File: src/rtl/multicycle_control_if.sv
// Control bus between the multicycle sequencer and the single-cycle datapath.
// The master side is the sequencer. The slave side is the datapath and memory.
interface multicycle_control_if #(
    parameter int CNT_W = 32
);
    logic [31:0]      inst;
    logic [3:0]       status;
    logic             mem_ready;
    logic             IRWrite;
    logic             PCWrite;
    logic             PCSrc;
    logic             RegWrite;
    logic             ALUSrc;
    logic [3:0]       ALU_operation;
    logic [1:0]       immselect;
    logic             mem_req;
    logic             write;
    logic             MemtoReg;
    logic             halted;
    logic [CNT_W-1:0] retired;

    modport master (
        input  inst, status, mem_ready,
        output IRWrite, PCWrite, PCSrc, RegWrite, ALUSrc, ALU_operation,
               immselect, mem_req, write, MemtoReg, halted, retired
    );

    modport slave (
        output inst, status, mem_ready,
        input  IRWrite, PCWrite, PCSrc, RegWrite, ALUSrc, ALU_operation,
               immselect, mem_req, write, MemtoReg, halted, retired
    );
endinterface

File: src/rtl/multicycle_control.sv
// Multicycle sequencer for an RV32I subset. It walks
// FETCH/DECODE/EXEC/MEM/WB around the single-cycle datapath, waits on a
// variable-latency data memory with a timeout, traps on an illegal
// instruction and counts retired instructions.
module multicycle_control #(
    parameter int MEM_TIMEOUT = 16,
    parameter int CNT_W       = 32
) (
    input  logic                 clk,
    input  logic                 reset,
    multicycle_control_if.master bus
);
    localparam logic [2:0] S_FETCH  = 3'd0;
    localparam logic [2:0] S_DECODE = 3'd1;
    localparam logic [2:0] S_EXEC   = 3'd2;
    localparam logic [2:0] S_MEM    = 3'd3;
    localparam logic [2:0] S_WB     = 3'd4;
    localparam logic [2:0] S_TRAP   = 3'd5;

    localparam logic [2:0] C_R  = 3'd0;
    localparam logic [2:0] C_I  = 3'd1;
    localparam logic [2:0] C_LD = 3'd2;
    localparam logic [2:0] C_ST = 3'd3;
    localparam logic [2:0] C_BR = 3'd4;

    localparam logic [3:0] OP_AND = 4'b0000;
    localparam logic [3:0] OP_OR  = 4'b0001;
    localparam logic [3:0] OP_ADD = 4'b0010;
    localparam logic [3:0] OP_XOR = 4'b0011;
    localparam logic [3:0] OP_SUB = 4'b0110;
    localparam logic [3:0] OP_SLT = 4'b0111;

    localparam logic [7:0] TMO_LAST = 8'(MEM_TIMEOUT - 1);

    logic [2:0]       state_q, state_d;
    logic [2:0]       cls_q;
    logic [3:0]       alu_op_q;
    logic [1:0]       br_q;
    logic [7:0]       tmo_q;
    logic [CNT_W-1:0] retired_q;

    logic [6:0] opcode;
    logic [2:0] funct3;
    logic       funct7_5;
    logic       dec_legal;
    logic [2:0] dec_cls;
    logic [3:0] dec_op;
    logic [1:0] dec_br;
    logic [3:0] f3_op;
    logic       f3_ok;
    logic       taken;
    logic       pc_write;
    logic       unused_bits;

    assign opcode      = bus.inst[6:0];
    assign funct3      = bus.inst[14:12];
    assign funct7_5    = bus.inst[30];
    assign unused_bits = ^{bus.inst[31], bus.inst[29:15], bus.inst[11:7], bus.status[2]};

    // Shared funct3 -> ALU operation map for R-type and I-ALU (000 resolved by caller)
    always_comb begin
        f3_ok = 1'b1;
        f3_op = OP_ADD;
        case (funct3)
            3'b000:  f3_op = OP_ADD;
            3'b111:  f3_op = OP_AND;
            3'b110:  f3_op = OP_OR;
            3'b100:  f3_op = OP_XOR;
            3'b010:  f3_op = OP_SLT;
            default: f3_ok = 1'b0;
        endcase
    end

    // Instruction decode: class, ALU operation, branch kind and legality
    always_comb begin
        dec_legal = 1'b0;
        dec_cls   = C_R;
        dec_op    = OP_ADD;
        dec_br    = 2'b00;
        case (opcode)
            7'b0110011: begin
                dec_cls   = C_R;
                dec_legal = f3_ok;
                dec_op    = (funct3 == 3'b000 && funct7_5) ? OP_SUB : f3_op;
            end
            7'b0010011: begin
                dec_cls   = C_I;
                dec_legal = f3_ok;
                dec_op    = f3_op;
            end
            7'b0000011: begin
                dec_cls   = C_LD;
                dec_legal = (funct3 == 3'b010);
            end
            7'b0100011: begin
                dec_cls   = C_ST;
                dec_legal = (funct3 == 3'b010);
            end
            7'b1100011: begin
                dec_cls = C_BR;
                dec_op  = OP_SUB;
                case (funct3)
                    3'b000:  begin dec_br = 2'b00; dec_legal = 1'b1; end
                    3'b001:  begin dec_br = 2'b01; dec_legal = 1'b1; end
                    3'b100:  begin dec_br = 2'b10; dec_legal = 1'b1; end
                    3'b101:  begin dec_br = 2'b11; dec_legal = 1'b1; end
                    default: dec_legal = 1'b0;
                endcase
            end
            default: dec_legal = 1'b0;
        endcase
    end

    // Branch condition from the live ALU flags
    always_comb begin
        case (br_q)
            2'b00:   taken = bus.status[0];
            2'b01:   taken = !bus.status[0];
            2'b10:   taken = bus.status[1] ^ bus.status[3];
            default: taken = !(bus.status[1] ^ bus.status[3]);
        endcase
    end

    // Next-state logic
    always_comb begin
        state_d = state_q;
        case (state_q)
            S_FETCH:  state_d = S_DECODE;
            S_DECODE: state_d = dec_legal ? S_EXEC : S_TRAP;
            S_EXEC: begin
                case (cls_q)
                    C_R, C_I:   state_d = S_WB;
                    C_LD, C_ST: state_d = S_MEM;
                    default:    state_d = S_FETCH;
                endcase
            end
            S_MEM: begin
                if (bus.mem_ready)
                    state_d = (cls_q == C_ST) ? S_FETCH : S_WB;
                else if (tmo_q == TMO_LAST)
                    state_d = S_TRAP;
            end
            S_WB:    state_d = S_FETCH;
            S_TRAP:  state_d = S_TRAP;
            default: state_d = S_FETCH;
        endcase
    end

    // Moore control outputs; PCSrc and the MEM-exit PCWrite follow live inputs
    always_comb begin
        bus.IRWrite       = 1'b0;
        pc_write          = 1'b0;
        bus.PCSrc         = 1'b0;
        bus.RegWrite      = 1'b0;
        bus.ALUSrc        = 1'b0;
        bus.ALU_operation = '0;
        bus.immselect     = 2'b00;
        bus.mem_req       = 1'b0;
        bus.write         = 1'b0;
        bus.MemtoReg      = 1'b0;
        // ALU operand selection stays stable through MEM and WB so the
        // datapath result remains valid until it is written back.
        if (state_q == S_EXEC || state_q == S_MEM || state_q == S_WB) begin
            bus.ALU_operation = alu_op_q;
            bus.ALUSrc        = (cls_q == C_I || cls_q == C_LD || cls_q == C_ST);
            bus.immselect     = (cls_q == C_ST) ? 2'b01 : (cls_q == C_BR) ? 2'b10 : 2'b00;
        end
        case (state_q)
            S_FETCH: bus.IRWrite = 1'b1;
            S_EXEC: begin
                if (cls_q == C_BR) begin
                    pc_write  = 1'b1;
                    bus.PCSrc = taken;
                end
            end
            S_MEM: begin
                bus.mem_req = 1'b1;
                bus.write   = (cls_q == C_ST);
                pc_write    = (cls_q == C_ST) && bus.mem_ready;
            end
            S_WB: begin
                bus.RegWrite = 1'b1;
                bus.MemtoReg = (cls_q == C_LD);
                pc_write     = 1'b1;
            end
            default: ;
        endcase
    end

    assign bus.PCWrite = pc_write;
    assign bus.halted  = (state_q == S_TRAP);
    assign bus.retired = retired_q;

    // State register plus decoded-instruction registers captured in DECODE
    always_ff @(posedge clk or negedge reset) begin
        if (!reset) begin
            state_q  <= S_FETCH;
            cls_q    <= C_R;
            alu_op_q <= '0;
            br_q     <= 2'b00;
        end else begin
            state_q <= state_d;
            if (state_q == S_DECODE) begin
                cls_q    <= dec_cls;
                alu_op_q <= dec_op;
                br_q     <= dec_br;
            end
        end
    end

    // Memory timeout counter: zero outside MEM, counts MEM cycles without ready
    always_ff @(posedge clk or negedge reset) begin
        if (!reset)
            tmo_q <= '0;
        else if (state_q != S_MEM)
            tmo_q <= '0;
        else if (!bus.mem_ready)
            tmo_q <= tmo_q + 8'd1;
    end

    // Retired-instruction counter, one increment per PCWrite pulse
    always_ff @(posedge clk or negedge reset) begin
        if (!reset)
            retired_q <= '0;
        else if (pc_write)
            retired_q <= retired_q + CNT_W'(1);
    end
endmodule

File: src/flat_wrapper.sv
// flat-port wrapper written by rule: the top's interface ports become plain ports
module multicycle_control_flat 
#(
    parameter int MEM_TIMEOUT = 16,
    parameter int CNT_W       = 32
)
  (clk, reset, bus_inst, bus_status, bus_mem_ready, bus_IRWrite, bus_PCWrite, bus_PCSrc, bus_RegWrite, bus_ALUSrc, bus_ALU_operation, bus_immselect, bus_mem_req, bus_write, bus_MemtoReg, bus_halted, bus_retired);
  multicycle_control_if #(.CNT_W(CNT_W)) bus_i ();
  input  logic clk;
  input  logic reset;
  input wire logic [$bits(bus_i.inst)-1:0] bus_inst;
  input wire logic [$bits(bus_i.status)-1:0] bus_status;
  input wire logic [$bits(bus_i.mem_ready)-1:0] bus_mem_ready;
  output wire logic [$bits(bus_i.IRWrite)-1:0] bus_IRWrite;
  output wire logic [$bits(bus_i.PCWrite)-1:0] bus_PCWrite;
  output wire logic [$bits(bus_i.PCSrc)-1:0] bus_PCSrc;
  output wire logic [$bits(bus_i.RegWrite)-1:0] bus_RegWrite;
  output wire logic [$bits(bus_i.ALUSrc)-1:0] bus_ALUSrc;
  output wire logic [$bits(bus_i.ALU_operation)-1:0] bus_ALU_operation;
  output wire logic [$bits(bus_i.immselect)-1:0] bus_immselect;
  output wire logic [$bits(bus_i.mem_req)-1:0] bus_mem_req;
  output wire logic [$bits(bus_i.write)-1:0] bus_write;
  output wire logic [$bits(bus_i.MemtoReg)-1:0] bus_MemtoReg;
  output wire logic [$bits(bus_i.halted)-1:0] bus_halted;
  output wire logic [$bits(bus_i.retired)-1:0] bus_retired;
  assign bus_i.inst = bus_inst;
  assign bus_i.status = bus_status;
  assign bus_i.mem_ready = bus_mem_ready;
  assign bus_IRWrite = bus_i.IRWrite;
  assign bus_PCWrite = bus_i.PCWrite;
  assign bus_PCSrc = bus_i.PCSrc;
  assign bus_RegWrite = bus_i.RegWrite;
  assign bus_ALUSrc = bus_i.ALUSrc;
  assign bus_ALU_operation = bus_i.ALU_operation;
  assign bus_immselect = bus_i.immselect;
  assign bus_mem_req = bus_i.mem_req;
  assign bus_write = bus_i.write;
  assign bus_MemtoReg = bus_i.MemtoReg;
  assign bus_halted = bus_i.halted;
  assign bus_retired = bus_i.retired;
  multicycle_control #(.MEM_TIMEOUT(MEM_TIMEOUT), .CNT_W(CNT_W)) u_core (.clk(clk), .reset(reset), .bus(bus_i));
endmodule
File: config.mk
export PLATFORM = sky130hd
export DESIGN_NAME = multicycle_control_flat
export DESIGN_NICKNAME = d
export VERILOG_FILES = /design/src/rtl/multicycle_control_if.sv /design/src/rtl/multicycle_control.sv /design/src/flat_wrapper.sv
export SDC_FILE = /design/constraint.sdc
export NUM_CORES = 1
export LEC_CHECK = 0
export ABC_CLOCK_PERIOD_IN_PS = 5100
export BUFFER_PORTS_ARGS = -buffer_cell sky130_fd_sc_hd__clkbuf_2
export CAP_MARGIN = 10
export CELL_PAD_IN_SITES_DETAIL_PLACEMENT = 0
export CELL_PAD_IN_SITES_GLOBAL_PLACEMENT = 1
export CORE_UTILIZATION = 41
export CTS_CLUSTER_DIAMETER = 40
export DETAILED_ROUTE_END_ITERATION = 6
export PLACE_DENSITY_LB_ADDON = 0.08
export SLEW_MARGIN = 20
export SYNTH_ARGS = -nofsm -noshare
export SYNTH_HDL_FRONTEND = slang
export SYNTH_SLANG_ARGS = --single-unit
File: constraint.sdc
create_clock -name clk -period 5.1 [get_ports clk]
set_input_delay 0.51 -clock clk [delete_from_list [all_inputs] [get_ports clk]]
set_output_delay 0.51 -clock clk [all_outputs]
set_load 0.02 [all_outputs]
After elaboration in Yosys (flattened, before gate mapping)
Index checks and enable logic that the tools add are counted.
- register bits after elaboration: 52
- latch bits: 0
- memory bits (writable): 0
- memories kept: 0
- memory bits (read-only): 0
- output and inout port bits: 47
- shifts and indexed selects: 0
- equal/unequal tests: 26
- magnitude comparators: 0
- multiplexer cells: 32
- add/subtract/negate cells: 2
- div/mod/pow operators: 0
- multiply operators: 0
- reduce and logical (&&, ||, !) cells: 18
- bitwise gates (word level): 1
- operator list (kind ; count):
    adder 32 x 1 -> 32 bit (second input constant) ; 1
    one-hot mux 3 bit (4 select lines) ; 2
    == test 3 bit (second input constant) ; 7
    2-to-1 mux 8 bit ; 2
    == test 3 x 2 -> 1 bit (second input constant) ; 5
    2-to-1 mux 3 bit ; 5
    one-hot mux 3 bit (5 select lines) ; 1
    == test 7 x 6 -> 1 bit (second input constant) ; 2
    one-hot mux 4 bit (3 select lines) ; 1
    2-to-1 mux 1 bit ; 11
    == test 3 x 1 -> 1 bit (second input constant) ; 3
    logical NOT 3 bit ; 3
    one-hot mux 1 bit (3 select lines) ; 3
    adder 8 x 1 -> 8 bit (second input constant) ; 1
    == test 8 x 4 -> 1 bit (second input constant) ; 1
    2-to-1 mux 2 bit ; 4
    OR reduction 2 bit ; 4
    == test 7 x 2 -> 1 bit (second input constant) ; 1
    == test 7 x 5 -> 1 bit (second input constant) ; 1
    == test 7 bit (second input constant) ; 1
    != test 3 x 2 -> 1 bit (second input constant) ; 2
    one-hot mux 2 bit (3 select lines) ; 1
    one-hot mux 3 bit (2 select lines) ; 1
    OR reduction 5 bit ; 1
    other kinds (10) ; 15

Logic depth before layout (Yosys ltp)
Gate-level depths: netlist of the first run.
- depth in word-level cells: 6
- mapped depth: 6
- gate-level depth less buffers: 6

Least setup slack after synthesis of the first run
OpenSTA, ideal clock, no wires.
- path type: flip-flop to flip-flop
- start point: reg u_core.state_q[0]
- end point: reg u_core.retired_q[13] (netlist: u_core.bus.retired[13])
- path buffers: 1
- slack: 2.709 ns
- library setup time: 0.080 ns
- cell stages (with the launch flop): 7
- data arrival time: 2.311 ns
- path through: dfrtp_1 > buf_2 > nor3b_1 > a31oi_1 > a2111oi_4 > and4_1 > xor2_1
- word-level cells in the longest chain between the ends: 2
- elaborated cells on any way between the ends: 4
- classes of those cells: eq/ne: 3; mux: 1
- RTL lines (element ; RTL line ; source):
    start, declared ; multicycle_control.sv:35 ; logic [2:0] state_q, state_d;
    start signal, assigned ; multicycle_control.sv:202 ; state_q <= state_d;
    == test 3 bit or == test 3 x 2 -> 1 bit (tied branches) ; multicycle_control.sv:168 ; case (state_q)
    one-hot mux 1 bit (3 select lines) * ; multicycle_control.sv:168 ;
    end signal, assigned ; multicycle_control.sv:226 ; retired_q <= retired_q + CNT_W'(1);
    end, declared ; multicycle_control.sv:40 ; logic [CNT_W-1:0] retired_q;
Every way passes the cells marked *; elsewhere a longest branch is shown, timed or not.
A chain may end at the register's enable or synchronous reset.

Worst setup path in the final report of the first run
- start point: reg u_core.state_q[1]
- end point: out bus_PCWrite
- word-level cells in the longest chain between the ends: 2
- elaborated cells on any way between the ends: 4
- classes of those cells: eq/ne: 3; mux: 1
- RTL lines (element ; RTL line ; source):
    == test 3 bit or == test 3 x 2 -> 1 bit (tied branches) ; multicycle_control.sv:168 ;
    one-hot mux 1 bit (3 select lines) * ; multicycle_control.sv:168 ;
    end, declared ; flat_wrapper.sv:15 ; output wire logic [$bits(bus_i.PCWrite)-1:0] bus_PCWrite;
Marked as above.

==> results.sh, run 1 <==
export IMPL_status="finished, final reports clean"
export IMPL_clock_skew_ns=0.005518
export IMPL_path_max_fanout=13
export IMPL_cts_max_level=2
export IMPL_seq_area_mm2=0.001276
export IMPL_synth_area_mm2=0.002592
export IMPL_cts_buffers=5
export IMPL_drt_total_wl_um=5294
export IMPL_irDropWorstVdd_mv=0.1279
export IMPL_port_buffers=62
export IMPL_wl_per_cell_um=13.40
export IMPL_areaGrowthSynthToFinish_pct=17.57
export IMPL_slew_headroom_pct=48.75
export IMPL_synth_edff_count=0
export IMPL_power_leakage_nw=1.321
export IMPL_clkTransAtPathRegs_ns=0.08
export IMPL_grt_max_degree=52
export IMPL_drv_cap=0
export IMPL_p_total_mw=0.6410
export IMPL_worstSetupPathType="reg -> out"
export IMPL_firstDrtPassIters=4
export IMPL_p_comb_share_pct=4.1
export IMPL_num_vias=2061
export IMPL_post_cts_resized=0
export IMPL_initial_utilization_pct=43.02
export IMPL_placed_cell_area_mm2=0.002975
export IMPL_cp_start_kind="flop"
export IMPL_r2r_cells=5
export IMPL_yosysWarnings=0
export IMPL_avgSynthCellArea_um2=10.09
export IMPL_final_antenna_net_count=0
export IMPL_core_area_mm2=0.006026
export IMPL_power_frac_clock_pct=32.9
export IMPL_fillerInstances=597
export IMPL_hold_class="in -> async"
export IMPL_intPower_mw=0.5055
export IMPL_power_switching_mw=0.1355
export IMPL_drc=0
export IMPL_cp_arrival_ns=2.32
export IMPL_synth_seq_cells=51
export IMPL_clkLatencyLatePin_ns=0.29
export IMPL_multiInputGateArea_mm2=0.001269
export IMPL_root_buffer="clkbuf_8"
export IMPL_gp_congestion=0.7433
export IMPL_overflow=0
export IMPL_die_w_um=81.52
export IMPL_synth_cells=257
export IMPL_antennaDiodeCount=0
export IMPL_ios=86
export IMPL_period_minus_slack_ns=2.830
export IMPL_setup_violations=0
export IMPL_grt_pass1_vias=1894
export IMPL_cts_tree="built"
export IMPL_cts_buffer_depth=2
export IMPL_drt_iter0_drc=74
export IMPL_utilization_pct=50.58
export IMPL_via_per_inst=5.218
export IMPL_tightest_slew_ns=0.7585
export IMPL_synth_cell_types=46
export IMPL_die_height_um=81.52
export IMPL_critical_path_required_ns=4.59
export IMPL_async_reset_ff_share_pct=100.0
export IMPL_min_period_over_period_pct=55.48
export IMPL_drive_gt1_share_pct=22.50
export IMPL_numClockSinks=51
export IMPL_antenna_found_initial=0
export IMPL_fin_ws_ns=2.270
export IMPL_synth_fp_nets=298
export IMPL_fp_row_count=28
export IMPL_postCtsSetupRepairBufs=0
export IMPL_power_density_mw_per_mm2=210.3
export IMPL_seq_area_frac_synth_pct=49.23
export IMPL_fin_area_mm2=0.003048
export IMPL_endpoint_kind="output pin"
export IMPL_nets=362
export IMPL_hpwl_um=3845
export IMPL_hold_buffers=0
export IMPL_rsz0062_at_grt="false"
export IMPL_grt_util_all_layers_pct=17.43
export IMPL_dpl_worst_slack_ns=2.305
export IMPL_die_area_mm2=0.006646
export IMPL_setup_tns_ns=0
export IMPL_grt_first_pass_wirelength_um=8887
export IMPL_seq_power_share_pct=63.0
export IMPL_max_clock_freq_mhz=353.4
export IMPL_synthFlopType="dfrtp_1"
export IMPL_swShare_pct=21.15
export IMPL_hold_viol_final=0
export IMPL_slew_violations=0
[state kept, by name, summed over array words and instances, names as in the netlist]
signal and flops:
u_core.cls_q 3, u_core.state_q 3, u_core.alu_op_q 3, u_core.br_q 2, u_core.bus.retired 32, u_core.tmo_q 8
[final cells by class]
type / count / area share, %
inverter: 5 / 0.6158
clock buffer: 6 / 2.381
timing repair buffer: 63 / 10.43
multi-input combinational: 195 / 41.63
sequential: 51 / 41.87
tap: 75 / 3.079
[routing by layer]
layer / share of wire (%) / GRT usage, % / wire length, µm / up-vias
li1: - / - / - / 1023
met1: 50 / 24.51 / 2670 / 980
met2: 45 / 26.83 / 2357 / 51
met3: 4.1 / 3.556 / 217 / 7
met4: 0.91 / 5.179 / 48 / 0
met5: 0 / 0 / 0 / -
[path summary, 6_finish.rpt]
path / startpoint / endpoint / slack, ns
min in group clk: bus_inst[4] / u_core.cls_q[1] / 0.46
min: reset / u_core.tmo_q[0] / 0.32
max reg2reg: u_core.state_q[1] / u_core.bus.retired[13] / 2.31
max in group asynchronous: reset / u_core.alu_op_q[2] / 4.34
max: u_core.state_q[1] / bus_PCWrite / 2.27
min reg2reg: u_core.bus.retired[31] / u_core.bus.retired[31] / 0.46
[cell families (layout without fill, tap and decap cells)]
| group | after synthesis | in the layout | share of synthesized area [%] |
|---|---|---|---|
| and+or+nand+nor | 125 | 125 | 26.11 |
| DFF | 51 | 51 | 49.23 |
| xor gates and xnor gates | 41 | 41 | 13.85 |
| AOI/OAI and AO/OA | 24 | 24 | 7.047 |
| buffers and inverters | 11 | 74 | 1.834 |
| adders and majority gates | 2 | 2 | 0.9651 |
| muxes | 2 | 2 | 0.8204 |
| other | 1 | 1 | 0.1446 |
[per-stage QoR]
stage          hold WS [ns]  instances
6_report             0.3216        395
5_1_grt              0.3791        395
2_1_floorplan        0.2144        257
3_3_place_gp         0.4556        389
4_1_cts              0.3525        395
3_5_place_dp         0.4565        389
[layout by cell type, fill, tap and decap left out, drive strengths merged, types with 3 or more instances in the layout]
master	instances
clkbuf	68
dfrtp	51
and3	9
a21oi	6
nand2b	4
nand2	20
nand3	21
nor2b	4
nand4	4
and4	6
a31oi	4
nand3b	5
inv	5
nor2	27
nor3	8
nor3b	3
xnor2	24
xor2	17
[worst max-delay path, stage by stage, from the launching register on]
cell and delay, ns:
dfrtp_1 0.57, nand3b_1 0.38, or3_1 0.61, nand2_1 0.26
clkbuf_2 0.21
[power groups by stage]
stage          clock network [mW]  registers [mW]  logic [mW]
6_report                    0.211           0.404      0.0260
5_1_grt                     0.239           0.404      0.0302
4_1_cts                     0.223           0.404      0.0271
3_5_place_dp                    0           0.412      0.0270
3_3_place_gp                    0           0.412      0.0271
2_1_floorplan                   0           0.412     0.00868
[Yosys cell counts (2+ instances only)]
cell       n  area (µm²)
a21oi_1    6       30.03
nand2b_1   4       25.02
nor3b_1    3       22.52
nand3_1   21       105.1
nand4_1    4       25.02
xnor2_1   24       210.2
nand3b_1   5       37.54
o21ai_0    2       10.01
and2_1     2       12.51
dfrtp_1   51        1276
nor2_1    27       101.4
buf_2      2       10.01
nor2b_1    4       25.02
or4_1      2       15.01
a31oi_1    4       25.02
clkbuf_1   3       11.26
and3_1     9       56.30
and4_1     6       52.55
nand2_1   20       75.07
a21o_1     2       15.01
nor3_1     8       40.04
or3_1      2       12.51
xor2_1    17       148.9
inv_1      5       18.77
ha_1       2       25.02
o31ai_1    2       15.01
No activity file was read; power rests on OpenSTA's default activity.
==> run 2, diff against run 1 <==
--- a/config.mk
+++ b/config.mk
@@ -5,12 +5,13 @@
 export SDC_FILE = /design/constraint.sdc
 export NUM_CORES = 1
 export LEC_CHECK = 0
-export ABC_CLOCK_PERIOD_IN_PS = 5100
+export ABC_AREA = 1
+export ABC_CLOCK_PERIOD_IN_PS = 2610
 export BUFFER_PORTS_ARGS = -buffer_cell sky130_fd_sc_hd__clkbuf_2
 export CAP_MARGIN = 10
 export CELL_PAD_IN_SITES_DETAIL_PLACEMENT = 0
 export CELL_PAD_IN_SITES_GLOBAL_PLACEMENT = 1
-export CORE_UTILIZATION = 41
+export CORE_UTILIZATION = 37
 export CTS_CLUSTER_DIAMETER = 40
 export DETAILED_ROUTE_END_ITERATION = 6
 export PLACE_DENSITY_LB_ADDON = 0.08
==> constraint.sdc (replaced) <==
create_clock -name clk -period 2.61 [get_ports clk]
set_input_delay 0.261 -clock clk [delete_from_list [all_inputs] [get_ports clk]]
set_output_delay 0.261 -clock clk [all_outputs]
set_load 0.02 [all_outputs]
==> run 2 against run 1 <==
Against the previous run: register-to-register slack worse by 1.5 ns; power grew to 3.5 times the previous value; routed wire length is 55% higher; via count is 50% higher; flip-flop and latch count stayed put; final area is 23% higher; global-route usage is 2.4 points higher; clock power is 150% higher; clock skew is 0.0037 ns higher; combinational power grew to 28 times the previous value; core utilization is 5.6 points lower; worst setup slack worse by 1.7 ns.
==> results.sh, run 2 <==
export IMPL_drive_gt1_share_pct=17.01
export IMPL_irDropWorstVdd_mv=0.4527
export IMPL_async_reset_ff_share_pct=100.0
export IMPL_grt_pass1_vias=2973
export IMPL_met1_length_um=3763
export IMPL_drt_total_wl_um=8217
export IMPL_final_common_cell="nand2_1"
export IMPL_power_leakage_nw=1.819
export IMPL_dp_cells=638
export IMPL_utilization_pct=45.02
export IMPL_synth_area_leader_cell="dfrtp_1"
export IMPL_setup_violations=0
export IMPL_grt_util_all_layers_pct=19.85
export IMPL_hold_class="in -> async"
export IMPL_via_per_inst=4.776
export IMPL_top_layer_used="met4"
export IMPL_hpwl_um=6396
export IMPL_core_area_mm2=0.008341
export IMPL_fin_area_mm2=0.003755
export IMPL_avgSynthCellArea_um2=6.827
export IMPL_grt_max_degree=52
export IMPL_die_height_um=95.43
export IMPL_seq_area_frac_synth_pct=39.52
export IMPL_routed_wl_met3_um=250
export IMPL_final_cell_mix="nand2_1 (183), nor2_1 (76), clkbuf_2 (62)"
export IMPL_drc=0
export IMPL_firstDrtPassIters=4
export IMPL_timing_hold_ws_ns=0.07237
export IMPL_synthTopCellsByArea="dfrtp_1 (40%), nand2_1 (21%), nor2_1 (8.8%)"
export IMPL_cts_buffers=5
export IMPL_antenna_found_initial=0
export IMPL_slew_headroom_pct=54.03
export IMPL_num_vias=3085
export IMPL_nets=581
export IMPL_p_total_mw=2.225
export IMPL_postCtsSetupRepairBufs=0
export IMPL_placed_cell_area_mm2=0.003651
export IMPL_post_synth_top_count_cell="nand2_1"
export IMPL_fin_ws_ns=0.5963
export IMPL_setup_tns_ns=0
export IMPL_worstSetupPathType="reg -> out"
export IMPL_dpl_worst_slack_ns=0.8237
export IMPL_status="finished, final reports clean"
export IMPL_max_clock_freq_mhz=496.6
export IMPL_die_w_um=95.43
export IMPL_root_buffer="clkbuf_8"
export IMPL_grt_first_pass_wirelength_um=13880
export IMPL_cp_cell_sequence="nor2_4 -> nand2_2 -> nor2_1 -> nor2_2 -> nand2_2 -> clkbuf_2"
export IMPL_period_minus_slack_ns=2.014
export IMPL_initial_utilization_pct=38.72
export IMPL_clock_skew_ns=0.009203
export IMPL_cp_start_kind="flop"
export IMPL_final_antenna_net_count=0
export IMPL_path_max_fanout=10
export IMPL_synth_cell_types=34
export IMPL_cpPeakStageDelay_ns=0.45
export IMPL_cpMostUsedCell="nand2_2"
export IMPL_synth_fp_nets=514
export IMPL_synth_seq_cells=51
export IMPL_fp_row_count=33
export IMPL_gp_congestion=0.8495
export IMPL_drt_iter0_drc=129
export IMPL_slew_violations=0
export IMPL_worst_path_max_delay_cell="dfrtp_1"
export IMPL_yosysWarnings=0
export IMPL_overflow=0
export IMPL_clkTransAtPathRegs_ns=0.10
export IMPL_synthFlopType="dfrtp_1"
export IMPL_tightest_slew_ns=0.6896
export IMPL_drv_cap=0
export IMPL_endpoint_kind="output pin"
export IMPL_rsz0062_at_grt="false"
export IMPL_clkLatencyLatePin_ns=0.31
export IMPL_critical_path_required_ns=2.35
export IMPL_wl_met2_um=4094
export IMPL_power_density_mw_per_mm2=592.5
export IMPL_numClockSinks=51
export IMPL_ios=86
export IMPL_cts_buffer_depth=2
export IMPL_synth_top_area_share_pct=39.52
export IMPL_netlist_top_cells_count="nand2_1 (183), nor2_1 (76), dfrtp_1 (51)"
export IMPL_critPathBufInv=1
export IMPL_synth_cells=473
export IMPL_min_period_over_period_pct=77.15
export IMPL_cts_max_level=2
export IMPL_synth_edff_count=0
export IMPL_hold_buffers=0
export IMPL_path_delay_family="simple AND/OR/NAND/NOR gates"
export IMPL_largest_reg_flops=32
export IMPL_wl_per_cell_um=12.72
export IMPL_cp_arrival_ns=1.75
export IMPL_areaGrowthSynthToFinish_pct=16.27
export IMPL_synth_area_mm2=0.003229
export IMPL_antennaDiodeCount=0
export IMPL_post_cts_resized=0
export IMPL_die_area_mm2=0.009106
export IMPL_port_buffers=62
export IMPL_hold_viol_final=0
export IMPL_fin_cells=646
export IMPL_cts_tree="built"
-- run 2: cell types whose count changed in the layout (fill, tap and decap cells not counted), moves of 5 or more --
cell / previous run / this run
nand2_1: 20 / 183
nor2_1: 27 / 76
inv_1: 5 / 44
o21ai_0: 2 / 16
xnor2_1: 24 / 10
xor2_1: 17 / 3
and3_1: 9 / 0
and4_1: 6 / 0
nand3b_1: 5 / 11
nor3_1: 8 / 13
-- run 2: logic make-up (layout without fill, tap and decap cells) --
logic type / after synthesis / in the layout / share of synthesized area, %
AOI/OAI and AO/OA: 32 / 32 / 5.308
xor gates and xnor gates: 16 / 16 / 5.037
adders and majority gates: 2 / 2 / 0.7748
buffers and inverters: 51 / 119 / 7.167
DFF: 51 / 51 / 39.52
other: 1 / 1 / 0.1161
and+or+nand+nor: 320 / 320 / 42.08
-- run 2: final timing paths --
check	startpoint	endpoint	slack, ns	cells past startpoint
worst min-delay path	reset	u_core.bus.retired[6]	0.07	2
min in group clk	bus_inst[14]	u_core.br_q[1]	0.24	3
worst min register to register	u_core.alu_op_q[2]	u_core.alu_op_q[2]	0.49	2
worst max-delay path	u_core.state_q[2]	bus_PCWrite	0.60	6
worst max register to register	u_core.state_q[2]	u_core.bus.retired[13]	0.82	8
max in group asynchronous	reset	u_core.state_q[1]	2.08	2
-- run 2: power by group --
group	internal, mW	switching (mW)
Clock	0.242	0.280
Sequential	0.865	0.0989
Combinational	0.221	0.517
Total	1.33	0.896
-- run 2: area by class of cell --
| class | instances | area (µm²) |
|---|---|---|
| multi-input cells | 371 | 1722 |
| fillers | 920 | 4586 |
| clock inverters | 1 | 7.507 |
| flip-flops and latches | 51 | 1276 |
| clock buffers | 7 | 96.34 |
| inverters | 45 | 168.9 |
| repair buffers | 66 | 352.8 |
| well taps | 105 | 131.4 |
-- run 2: per-layer routing --
layer	track usage, %	vias up
met2	36.25	51
li1	-	1610
met3	3.509	6
met5	0	-
met4	5.100	0
met1	23.89	1418
